File: src/rtl/dac_fmt_pkg.sv
// Shared types for the DAC frame formatter.
//   dac_mode_t  : output word encoding selected per frame
//   fmt_state_t : serialiser FSM states
package dac_fmt_pkg;

  typedef enum logic [1:0] {
    TWOS       = 2'd0,
    OFFSET     = 2'd1,
    INV_OFFSET = 2'd2,
    MUTE       = 2'd3
  } dac_mode_t;

  typedef enum logic {
    IDLE = 1'b0,
    OUT  = 1'b1
  } fmt_state_t;

endpackage

File: src/rtl/dac_word_convert.sv
// Combinational saturate-and-encode of one signed sample into a DAC code.
//   sample : signed two's-complement input, IN_WIDTH bits
//   mode   : encoding select
//   code   : DAC_WIDTH-bit encoded word
module dac_word_convert
  import dac_fmt_pkg::*;
#(
  parameter int IN_WIDTH  = 16,
  parameter int DAC_WIDTH = 14
) (
  input  logic [IN_WIDTH-1:0]  sample,
  input  dac_mode_t            mode,
  output logic [DAC_WIDTH-1:0] code
);

  logic                 sign;
  logic                 fits;
  logic [DAC_WIDTH-1:0] sat;
  logic [DAC_WIDTH-1:0] ofs;

  // The sample fits in DAC_WIDTH signed bits when every bit from the DAC MSB
  // upward equals the sign; otherwise clamp to the extreme of that sign.
  assign sign = sample[IN_WIDTH-1];
  assign fits = (sample[IN_WIDTH-1:DAC_WIDTH-1] == {(IN_WIDTH-DAC_WIDTH+1){sign}});
  assign sat  = fits ? sample[DAC_WIDTH-1:0] : {sign, {(DAC_WIDTH-1){~sign}}};
  assign ofs  = {~sat[DAC_WIDTH-1], sat[DAC_WIDTH-2:0]};

  always_comb begin
    code = sat;
    case (mode)
      TWOS:       code = sat;
      OFFSET:     code = ofs;
      INV_OFFSET: code = ~ofs;   // (2^D-1) - ofs
      MUTE:       code = {1'b1, {(DAC_WIDTH-1){1'b0}}};
      default:    code = sat;
    endcase
  end

endmodule

File: src/rtl/dac_frame_formatter.sv
// Accepts a frame of NUM_CH signed samples, converts each to a DAC code and
// serialises them onto one DAC bus, HOLD_CYCLES cycles per word.
//   clk, rst_n  : clock, async active-low reset
//   in_data     : frame, channel k at [k*IN_WIDTH +: IN_WIDTH]
//   in_valid    : frame valid; in_ready high only in IDLE
//   mode        : encoding select, captured with the frame
//   dac_data    : registered DAC code; holds last value when idle
//   dac_ch      : channel index of dac_data
//   dac_wr      : one-cycle strobe on the first cycle of each word
//   busy        : frame being output
//   frame_done  : one-cycle pulse after the last word's hold
module dac_frame_formatter
  import dac_fmt_pkg::*;
#(
  parameter  int IN_WIDTH    = 16,
  parameter  int DAC_WIDTH   = 14,
  parameter  int NUM_CH      = 4,
  parameter  int HOLD_CYCLES = 2,
  localparam int CH_W        = (NUM_CH > 1) ? $clog2(NUM_CH) : 1,
  localparam int HOLD_W      = (HOLD_CYCLES > 1) ? $clog2(HOLD_CYCLES) : 1
) (
  input  logic                       clk,
  input  logic                       rst_n,
  input  logic [NUM_CH*IN_WIDTH-1:0] in_data,
  input  logic                       in_valid,
  output logic                       in_ready,
  input  logic [1:0]                 mode,
  output logic [DAC_WIDTH-1:0]       dac_data,
  output logic [CH_W-1:0]            dac_ch,
  output logic                       dac_wr,
  output logic                       busy,
  output logic                       frame_done
);

  logic [NUM_CH-1:0][DAC_WIDTH-1:0] cvt;
  logic [NUM_CH-1:0][DAC_WIDTH-1:0] words;
  fmt_state_t                       state;
  logic [HOLD_W-1:0]                hold;
  logic [CH_W-1:0]                  ch_nxt;

  // Conversion happens ahead of capture, so the frame is frozen (data and
  // mode) at acceptance and later input changes cannot reach it.
  for (genvar k = 0; k < NUM_CH; k++) begin : g_cvt
    dac_word_convert #(
      .IN_WIDTH (IN_WIDTH),
      .DAC_WIDTH(DAC_WIDTH)
    ) u_cvt (
      .sample(in_data[k*IN_WIDTH +: IN_WIDTH]),
      .mode  (dac_mode_t'(mode)),
      .code  (cvt[k])
    );
  end

  assign in_ready = (state == IDLE);
  assign ch_nxt   = dac_ch + 1'b1;

  // dac_ch doubles as the channel counter: it only advances in OUT and
  // otherwise holds, which is exactly the idle behaviour wanted on the bus.
  always_ff @(posedge clk or negedge rst_n) begin
    if (!rst_n) begin
      state      <= IDLE;
      words      <= '0;
      hold       <= '0;
      dac_data   <= '0;
      dac_ch     <= '0;
      dac_wr     <= 1'b0;
      busy       <= 1'b0;
      frame_done <= 1'b0;
    end else begin
      dac_wr     <= 1'b0;
      frame_done <= 1'b0;
      case (state)
        IDLE: begin
          if (in_valid) begin
            // word0 goes straight to the bus so it appears one cycle after E0
            words    <= cvt;
            state    <= OUT;
            hold     <= '0;
            dac_data <= cvt[0];
            dac_ch   <= '0;
            dac_wr   <= 1'b1;
            busy     <= 1'b1;
          end
        end
        OUT: begin
          if (hold == HOLD_W'(HOLD_CYCLES-1)) begin
            if (dac_ch == CH_W'(NUM_CH-1)) begin
              state      <= IDLE;
              busy       <= 1'b0;
              frame_done <= 1'b1;
            end else begin
              hold     <= '0;
              dac_ch   <= ch_nxt;
              dac_data <= words[ch_nxt];
              dac_wr   <= 1'b1;
            end
          end else begin
            hold <= hold + 1'b1;
          end
        end
        default: state <= IDLE;
      endcase
    end
  end

endmodule
File: config.mk
export PLATFORM = sky130hd
export DESIGN_NAME = dac_frame_formatter
export DESIGN_NICKNAME = d
export VERILOG_FILES = /design/src/rtl/dac_fmt_pkg.sv /design/src/rtl/dac_word_convert.sv /design/src/rtl/dac_frame_formatter.sv
export SDC_FILE = /design/constraint.sdc
export NUM_CORES = 1
export LEC_CHECK = 0
export ABC_CLOCK_PERIOD_IN_PS = 2200
export CAP_MARGIN = 10
export CORE_MARGIN = 3
export CORE_UTILIZATION = 53
export CTS_CLUSTER_SIZE = 25
export DETAILED_ROUTE_END_ITERATION = 10
export GPL_TIMING_DRIVEN = 0
export MAX_ROUTING_LAYER = met4
export PLACE_DENSITY = 0.81
export SYNTH_ARGS = -nofsm -noshare
export SYNTH_HDL_FRONTEND = slang
export SYNTH_SLANG_ARGS = --single-unit
File: constraint.sdc
create_clock -name clk -period 2.2 [get_ports clk]
set_input_delay 0.44 -clock clk [delete_from_list [all_inputs] [get_ports clk]]
set_output_delay 0.44 -clock clk [all_outputs]
set_load 0.02 [all_outputs]
Word level (Yosys, flattened, before mapping)
Cells that the tools add are included.
- eq/ne operators: 12
- bitwise operators: 13
- reductions and logical operators: 4
- $add $sub $neg: 2
- order comparisons: 1
- mux-type cells: 34
- operators by type and width (kind ; number):
    14-bit case mux with 4 select lines ; 4
    14-bit two-way mux ; 8
    14-bit NOT ; 4
    14-bit binary-select mux with 2-bit select ; 1
    14-bit case mux with 2 select lines ; 1
    1-bit two-way mux ; 12
    1-bit NOT ; 9
    2-bit == test ; 4
    1-bit case mux with 2 select lines ; 4
    2-bit == test (second input constant) ; 3
    2-bit two-way mux ; 3
    3-bit AND reduction ; 2
    2-bit by 1-bit inequality test with 1-bit output (second input constant) ; 2
    2-bit inequality test (second input constant) ; 2
    2-bit case mux with 2 select lines ; 1
    2-bit by 3-bit less-than comparator with 1-bit output (second input constant) ; 1
    2-bit by 1-bit adder with 2-bit output (second input constant) ; 1
    2-bit by 1-bit == test with 1-bit output (second input constant) ; 1
    2-bit logical NOT ; 1
    2-bit AND reduction ; 1
    1-bit adder (second input constant) ; 1
- output and inout bits: 20
- bits in registers: 77
- word-level logic and storage cells: 77
- input bits: 69

Logic depth before layout (Yosys ltp)
Gate-level depths: netlist of run 1.
- depth after elaboration: 7
- gate-level depth with buffers: 8
- gate-level depth less buffers: 5

Hierarchy
Synthesis of run 1 repeated with hierarchy kept, for this count alone.
- cell total of the unflattened synthesis: 507
- area, all modules: 5657.9 um^2
- modules (own cells, without submodules) (module ; area an instance (um^2) ; sequential area each (um^2) ; times used ; cells each):
    dac_frame_formatter ; 3430.8 ; 1926.8 ; 1 ; 247
    dac_word_convert ; 556.8 ; 0.0 ; 4 ; 65

Worst setup path before layout of run 1
OpenSTA, ideal clock, no wires.
- kind: register to register
- from: reg dac_ch[0]
- to: reg dac_data[11]
- period minus slack after synthesis: 1722 ps
- slack: 478 ps
- arrival time: 1588 ps
- required time: 2066 ps
- library setup time: 134 ps
- stages on the path, launching flop included: 6
- path buffers: 1
- path through: dfrtp_1 -> ha_1 -> buf_2 -> mux4_2 -> o22ai_1 -> a21oi_2
- cells in the longest elaborated chain, start to end: 6
- elaborated cells on any way between the ends: 9
- those cells by class: 1 x add/sub; 2 x eq/ne; 5 x mux; 1 x reduce/logical
- ends and longest elaborated chain (what ; RTL line ; source):
    start: declaration ; dac_frame_formatter.sv:29 ; output logic [CH_W-1:0] dac_ch,
    start signal: assignment ; dac_frame_formatter.sv:93 ; dac_ch <= ch_nxt;
    2-bit by 1-bit adder with 2-bit output ; dac_frame_formatter.sv:55 ; assign ch_nxt = dac_ch + 1'b1;
    14-bit binary-select mux with 2-bit select ; dac_frame_formatter.sv:94 ; dac_data <= words[ch_nxt];
    14-bit two-way mux (implied by the code) ; dac_frame_formatter.sv:94 ;
    14-bit two-way mux ; dac_frame_formatter.sv:87 ; if (dac_ch == CH_W'(NUM_CH-1)) begin
    14-bit two-way mux ; dac_frame_formatter.sv:86 ; if (hold == HOLD_W'(HOLD_CYCLES-1)) begin
    14-bit case mux with 2 select lines ; dac_frame_formatter.sv:72 ; case (state)
    end signal: assignment ; dac_frame_formatter.sv:79 ; dac_data <= cvt[0];
    end signal: assignment ; dac_frame_formatter.sv:94 ;
    end: declaration ; dac_frame_formatter.sv:28 ; output logic [DAC_WIDTH-1:0] dac_data,
Parallel ways exist; a longest one is shown, timed or not. The select of a mux whose other input is x is not followed.
A chain may end at the register's enable or synchronous reset.

Worst setup path after layout of run 1
- from: reg state
- to: out in_ready
- cells in the longest elaborated chain, start to end: 1
- ends and longest elaborated chain (what ; RTL line ; source):
    start: declaration ; dac_frame_formatter.sv:37 ; fmt_state_t state;
    start signal: assignment ; dac_frame_formatter.sv:61 ; state <= IDLE;
    start signal: assignment ; dac_frame_formatter.sv:77 ; state <= OUT;
    start signal: assignment ; dac_frame_formatter.sv:88 ; state <= IDLE;
    1-bit NOT (no source line) ; -- ;
    end: declaration ; dac_frame_formatter.sv:26 ; output logic in_ready,
Every way passes these cells.

==> key figures, run 1 <==
Timing
  – Clock period minus worst slack: 2.069 ns
  – Final setup violation count: 0
  – Final Hold Vio Count: 0
  – Tcrit/Tclk final: 94.03%
  – Fmax: 483.4 MHz
  – Clock Skew: 0.01808 ns
  – RSZ-0062 raised after global routing: false
  – Max Slew Vio Count: 0
  – Slew margin rel.: 66.57%
  – Least-Margin Pin Slew: 0.5004 ns

Finish
  – Layout fillers: 714
  – Layout Utilization: 68.83%
  – # nets final: 667
  – # diodes: 0
  – Area growth syn-to-layout: 25.52%
  – Fin cells: 710
  – Share of layout cells above drive strength 1: 13.29%

Clock network
  – CTS Sinks: 77
  – # H-tree levels: 3
  – Root Driver: clkbuf_8
  – CTS tree: done
  – Clock transition at the registers of the reported paths: 0.08 ns
  – TritonCTS buffer count: 9
  – Postcts setup bufs: 0
  – Clk_lat worst skew: 0.37 ns
  – Clock Tree Buf Depth: 2

Place
  – Hpwl dp: 10.29 mm
  – Inst Count DP: 693
  – I/O Buffers: 85
  – Placer congestion estimate: 0.9090

Synth
  – Number of synthesized flops with an enable pin: 0
  – Syn Area/Cell: 9.676 um^2
  – Post-Syn Instances: 499
  – Synth Register Bits: 77
  – Synth warn: 0
  – Sequential fraction of the synthesis area: 39.91%
  – Async set-reset flop share out of synthesis: 100.0%
  – Dominant synthesized flop cell: dfrtp_1
  – Synth Cell Area: 4828 um^2
  – Distinct cells, synth: 35
  – Syn_nets: 569

Critical path
  – Crit path kind: register to primary output
  – CP Launch Type: register
  – Worst Path Arrival: 1.63 ns
  – Critical path fanouts, max: 9
  – Worst setup EP type: primary output
  – Reg2reg path depth: 5
  – Crit path required time: 1.76 ns

Power and ir drop
  – Pwr dens: 1144 nW/um^2
  – Sequential Power Share: 36.6%
  – Clk network pwr share: 16.4%
  – Maximum vdd drop: 0.0005528 V
  – P_int: 0.004295 W
  – Gate power share: 47.0%
  – Total Power: 0.006935 W
  – Leak: 2.526 nW
  – Switching power: 0.002640 W
  – Switching Share: 38.07%

Detailed routing
  – DRC violations left: 0
  – Iter 0 DRT Violations: 287
  – Detailed Route WL: 13.68 mm
  – ANT nets after route: 0
  – Mean routed wirelength per cell: 19.27 um
  – Vias per cell: 6.275
  – Via count: 4,455
  – Router iterations before antenna repair: 5

Worst hold path
  – Worst Hold Class: input pin to async pin

Floorplan
  – Core area: 8806 um^2
  – Boundary pin count: 89
  – Die area: 10,290 um^2
  – Row cnt: 34
  – Die Wd: 101.4 um
  – Die Ht: 101.4 um
  – Initial core utilization: 54.83%

GRT
  – Initial antenna violation count: 0
  – Met1 Use GR: 36.81%
  – Total global-route track usage: 27.81%
  – M2 GR Usage: 43.26%
  – Vias in the first global route: 4,378
  – Grt total ovfl: 0
  – Grt met3 use: 5.854%
  – First-pass GRT wire length: 21.67 mm
  – Most crowded layer after global routing: met2
  – Largest net degree at the start of global routing: 77

Outcome
  – Status: finished, final reports clean

Run
  – Max Cap Viol: 0
-- cells in the final DEF, fill, tap and decap left out, drive strengths merged, types with 13 or more instances in the layout --
cell type      count
mux2i             27
buf               32
nor3              32
o22ai             47
mux4              14
clkdlybuf4s50     84
a21boi            46
dfrtp             77
a221o             32
nor2              54
o21bai            13
nand2             31
clkbuf            33
a21oi             13
o21ai             28
-- sequential cells by signal (all words and copies together) (netlist names) --
name        flops
busy            1
dac_ch          2
dac_data       14
frame_done      1
dac_wr          1
words          56
hold            1
state           1
-- metal layers --
layer	wire [um]	up-vias
li1	-	2074
met1	5689	2110
met2	6563	238
met3	1083	33
met4	347	0
met5	0	-
-- Yosys cell counts, types with 3 or more instances --
master,count,area (um^2)
a21boi_0,46,345.3
a21oi_1,11,55.05
a221o_1,32,320.3
buf_2,17,85.08
buf_4,7,52.55
buf_6,6,67.56
clkbuf_1,21,78.83
dfrtp_1,77,1927
inv_1,4,15.01
mux2_2,7,78.83
mux2i_1,27,270.3
mux4_2,14,315.3
nand2_1,30,112.6
nand2b_1,3,18.77
nor2_1,52,195.2
nor2b_1,3,18.77
nor3_1,32,160.2
o21a_1,7,52.55
o21ai_0,16,80.08
o21ai_1,12,60.06
o21bai_1,13,97.59
o22ai_1,47,294.0
-- cells by family (layout without fill, tap and decap cells) --
group,count (synthesis),after routing,synth area share (%)
compound gates,190,190,28.12
mux,48,48,13.76
xor+xnor,1,1,0.1814
buf+inv,56,159,6.297
simple gates,126,126,11.48
flops,77,77,39.91
fa+ha+maj,1,1,0.2591
-- timing repair --
item                                    CTS  global route
hold buffers                              1             0
endpoints found under the setup margin    0             6
gates resized for setup                   0             4
hold endpoints to repair                  1             0
-- power groups by stage --
| stage | combinational (W) | sequential, W | clock [W] |
|---|---|---|---|
| floorplan | 0.00197 | 0.00256 | 0 |
| global placement | 0.00306 | 0.00251 | 0 |
| detailed placement | 0.00318 | 0.00253 | 0 |
| CTS | 0.00323 | 0.00251 | 0.00115 |
| global route | 0.00349 | 0.00258 | 0.00120 |
| finish | 0.00326 | 0.00254 | 0.00114 |
-- metrics by stage --
step / instance area (um^2) / hold WS (ns) / setup slack (ns) / TNS, ns
CTS: 6058 / 0.3924 / 0.09434 / 0
detailed placement: 5839 / 0.2404 / -0.3013 / -7.207
global placement: 5814 / 0.4580 / -1.805 / -143.06
global route: 6061 / 0.4075 / 0.06956 / 0
finish: 6061 / 0.4098 / 0.1312 / 0
floorplan: 4828 / 0.1444 / 0.4777 / 0
-- worst max-delay path: stages (launching register included) --
cell and delay (ns):
dfrtp_1 0.36, buf_4 0.16, inv_1 0.11, clkdlybuf4s50_1 0.63
-- worst paths after layout --
| path | from | slack [ns] | to |
|---|---|---|---|
| worst max-delay path | state | 0.13 | in_ready |
| worst min-delay path | rst_n | 0.41 | busy |
| worst max register to register | dac_ch[0] | 0.15 | dac_data[9] |
| worst min register to register | words[41] | 0.49 | words[41] |
| max in group asynchronous | rst_n | 1.24 | dac_data[4] |
| min in group clk | words[41] | 0.49 | words[41] |
-- layout make-up --
cell class	instances	area, um^2	area share, %
inverters	4	15.01	0.2477
plain buffers	52	291.5	4.810
multi-input cells	366	2597	42.86
clock buffers	11	151.4	2.498
clock inverters	5	57.56	0.9496
repair buffers	87	885.9	14.62
flip-flops and latches	77	1927	31.79
well taps	108	135.1	2.230
No activity file was read; power rests on OpenSTA's default activity.
==> run 2: changes to the inputs <==
Settings changed: CELL_PAD_IN_SITES_DETAIL_PLACEMENT from default to 1, CELL_PAD_IN_SITES_GLOBAL_PLACEMENT from default to 2, CORE_UTILIZATION 53 to 33, PLACE_DENSITY 0.81 to default, PLACE_DENSITY_LB_ADDON from default to 0.1.
==> key figures, run 2 (synthesized netlist as in run 1, its figures left out) <==
GRT
  – Initial antenna violation count: 0 (unchanged)
  – First-pass GRT wire length: 26.08 mm (+20%)
  – Grt total ovfl: 0 (unchanged)
  – Largest net degree at the start of global routing: 45 (-42%)
  – Total global-route track usage: 21.44% (-6.4 points)
  – Vias in the first global route: 4,702 (+7.4%)

Floorplan
  – Die area: 16,120 um^2 (+57%)
  – Die Wd: 127.0 um (+25%)
  – Die Ht: 127.0 um (+25%)
  – Core area: 14,100 um^2 (+60%)
  – Row cnt: 43 (+26%)
  – Boundary pin count: 89 (unchanged)
  – Initial core utilization: 34.25% (-21 points)

Finish
  – Area growth syn-to-layout: 30.09%
  – # diodes: 0 (unchanged)
  – Largest regs: words (56), dac_data (14), dac_ch (2)
  – Commonest cells after routing, fill and taps aside: clkdlybuf4s50_1, dfrtp_1, nor2_1
  – Max reg flops: 56 (unchanged)
  – Share of layout cells above drive strength 1: 13.31% (+0.022 points)
  – # nets final: 666 (-0.15%)
  – Largest Register: words
  – Layout fillers: 1,579 (+120%)
  – Most common cell after layout, fill and taps aside: clkdlybuf4s50_1

Timing
  – Clock period minus worst slack: 2.055 ns (-0.01331 ns)
  – Tcrit/Tclk final: 93.43% (-0.61 points)
  – Clock Skew: 0.006186 ns (-0.01189 ns)
  – RSZ-0062 raised after global routing: false
  – Slew margin rel.: 59.16% (-7.4 points)
  – Final Hold Vio Count: 0 (unchanged)
  – Final setup violation count: 0 (unchanged)
  – Fmax: 486.5 MHz (+0.65%)
  – Least-Margin Pin Slew: 0.6126 ns (+0.1122 ns)
  – Max Slew Vio Count: 0 (unchanged)
  – Setup TNS: 0 ns (unchanged)

Critical path
  – Crit path required time: 2.39 ns (+0.63 ns)
  – CP Launch Type: register
  – Worst setup EP type: register
  – Worst Path Arrival: 2.24 ns (+0.61 ns)
  – Critical path fanouts, max: 10 (+1)
  – Crit path kind: register to register

Detailed routing
  – Vias per cell: 5.686 (-9.4%)
  – ANT nets after route: 0 (unchanged)
  – Iter 0 DRT Violations: 322 (+12%)
  – DRC violations left: 0 (unchanged)
  – Mean routed wirelength per cell: 20.98 um (+8.9%)
  – Detailed Route WL: 16.39 mm (+20%)
  – Router iterations before antenna repair: 4 (-1)
  – Via count: 4,441 (-0.31%)

Power and ir drop
  – Sequential Power Share: 34.2% (-2.4 points)
  – Pwr dens: 1201 nW/um^2 (+4.9%)
  – Leak: 2.576 nW (+2.0%)
  – Maximum vdd drop: 0.0004967 V (-10%)
  – Switching power: 0.002697 W (+2.2%)
  – P_int: 0.004843 W (+13%)
  – Gate power share: 42.8% (-4.2 points)
  – Total Power: 0.007540 W (+8.7%)
  – Switching Share: 35.77% (-2.3 points)
  – Clk network pwr share: 23.0% (+6.6 points)

Run
  – Max Cap Viol: 0 (unchanged)

Clock network
  – Clock transition at the registers of the reported paths: 0.06 ns (-0.02 ns)
  – Root Driver: clkbuf_16
  – CTS tree: done
  – # H-tree levels: 3 (unchanged)
  – TritonCTS buffer count: 9 (unchanged)
  – Clk_lat worst skew: 0.34 ns (-0.03 ns)
  – CTS Sinks: 77 (unchanged)
  – Clock Tree Buf Depth: 2 (unchanged)

Place
  – Hpwl dp: 12.70 mm (+23%)
  – I/O Buffers: 85 (unchanged)
  – Placer congestion estimate: 0.8457 (-7.0%)

Worst hold path
  – Worst Hold Class: input pin to async pin

Outcome
  – Status: finished, final reports clean
## run 2: cell types whose count changed in the layout (fill, tap and decap cells not counted), sizes merged
cell | before | now
clkbuf | 33 | 32
clkinv | 3 | 1
dlygate4sd3 | 1 | 0
inv | 5 | 4
clkinvlp | 0 | 2
bufinv | 1 | 3
## run 2: path summary, 6_finish.rpt
check	startpoint	endpoint	slack (ns)	depth (start not counted)
worst max register to register	dac_ch[1]	dac_data[12]	0.14	5
worst min register to register	words[55]	words[55]	0.48	2
max in group asynchronous	rst_n	words[27]	1.56	2
min in group clk	words[55]	words[55]	0.48	2
worst min-delay path	rst_n	frame_done	0.05	1
worst max-delay path	dac_ch[1]	dac_data[12]	0.14	5
## run 2: per-layer routing
metal  up-vias  track usage [%]  part of all wire, %
met3        25            3.284                  3.4
met1      2263            27.82                   46
li1       2074                -                    -
met4         0            6.940                  2.4
met2        79            34.53                   48
met5         -                -                    0
## run 2: power groups by stage
| stage | combinational [W] | clock, W | sequential [W] |
|---|---|---|---|
| floorplan | 0.00197 | 0 | 0.00256 |
| global placement | 0.00313 | 0 | 0.00257 |
| detailed placement | 0.00322 | 0 | 0.00259 |
| CTS | 0.00325 | 0.00177 | 0.00258 |
| global route | 0.00352 | 0.00183 | 0.00264 |
| finish | 0.00323 | 0.00174 | 0.00258 |
## run 2: layout make-up
cell class | instances | area [um^2] | share of cell area (%)
clock inverters | 6 | 110.1 | 1.753
repair buffers | 86 | 875.8 | 13.94
plain buffers | 52 | 291.5 | 4.641
inverters | 4 | 15.01 | 0.2390
well taps | 180 | 225.2 | 3.586
flip-flops and latches | 77 | 1927 | 30.68
multi-input cells | 366 | 2597 | 41.35
clock buffers | 10 | 239.0 | 3.805
## run 2: per-stage QoR
step	utilization (%)	cells	setup WS [ns]	hold slack, ns	cell area, um^2
4_1_cts	44.54	781	0.008805	0.06498	6279
3_3_place_gp	41.89	764	-2.089	0.4612	5904
6_report	44.56	781	0.1445	0.05358	6281
5_1_grt	44.56	781	0.06075	0.08497	6281
2_1_floorplan	-	499	0.4777	0.1444	4828
3_5_place_dp	42.06	765	-0.3083	0.4338	5929
## run 2: what timing repair did
action | CTS | global route
buffers inserted | 0 | 0
resized for setup | 0 | 4
hold buffers | 0 | 0
endpoints found under the setup margin | 0 | 18
## run 2: worst max-delay path, stage by stage, from the launching register on
cell and delay [ns]:
dfrtp_1 0.42, ha_1 0.52, buf_2 0.35, mux4_2 0.37, o22ai_1 0.16, a21oi_1 0.08
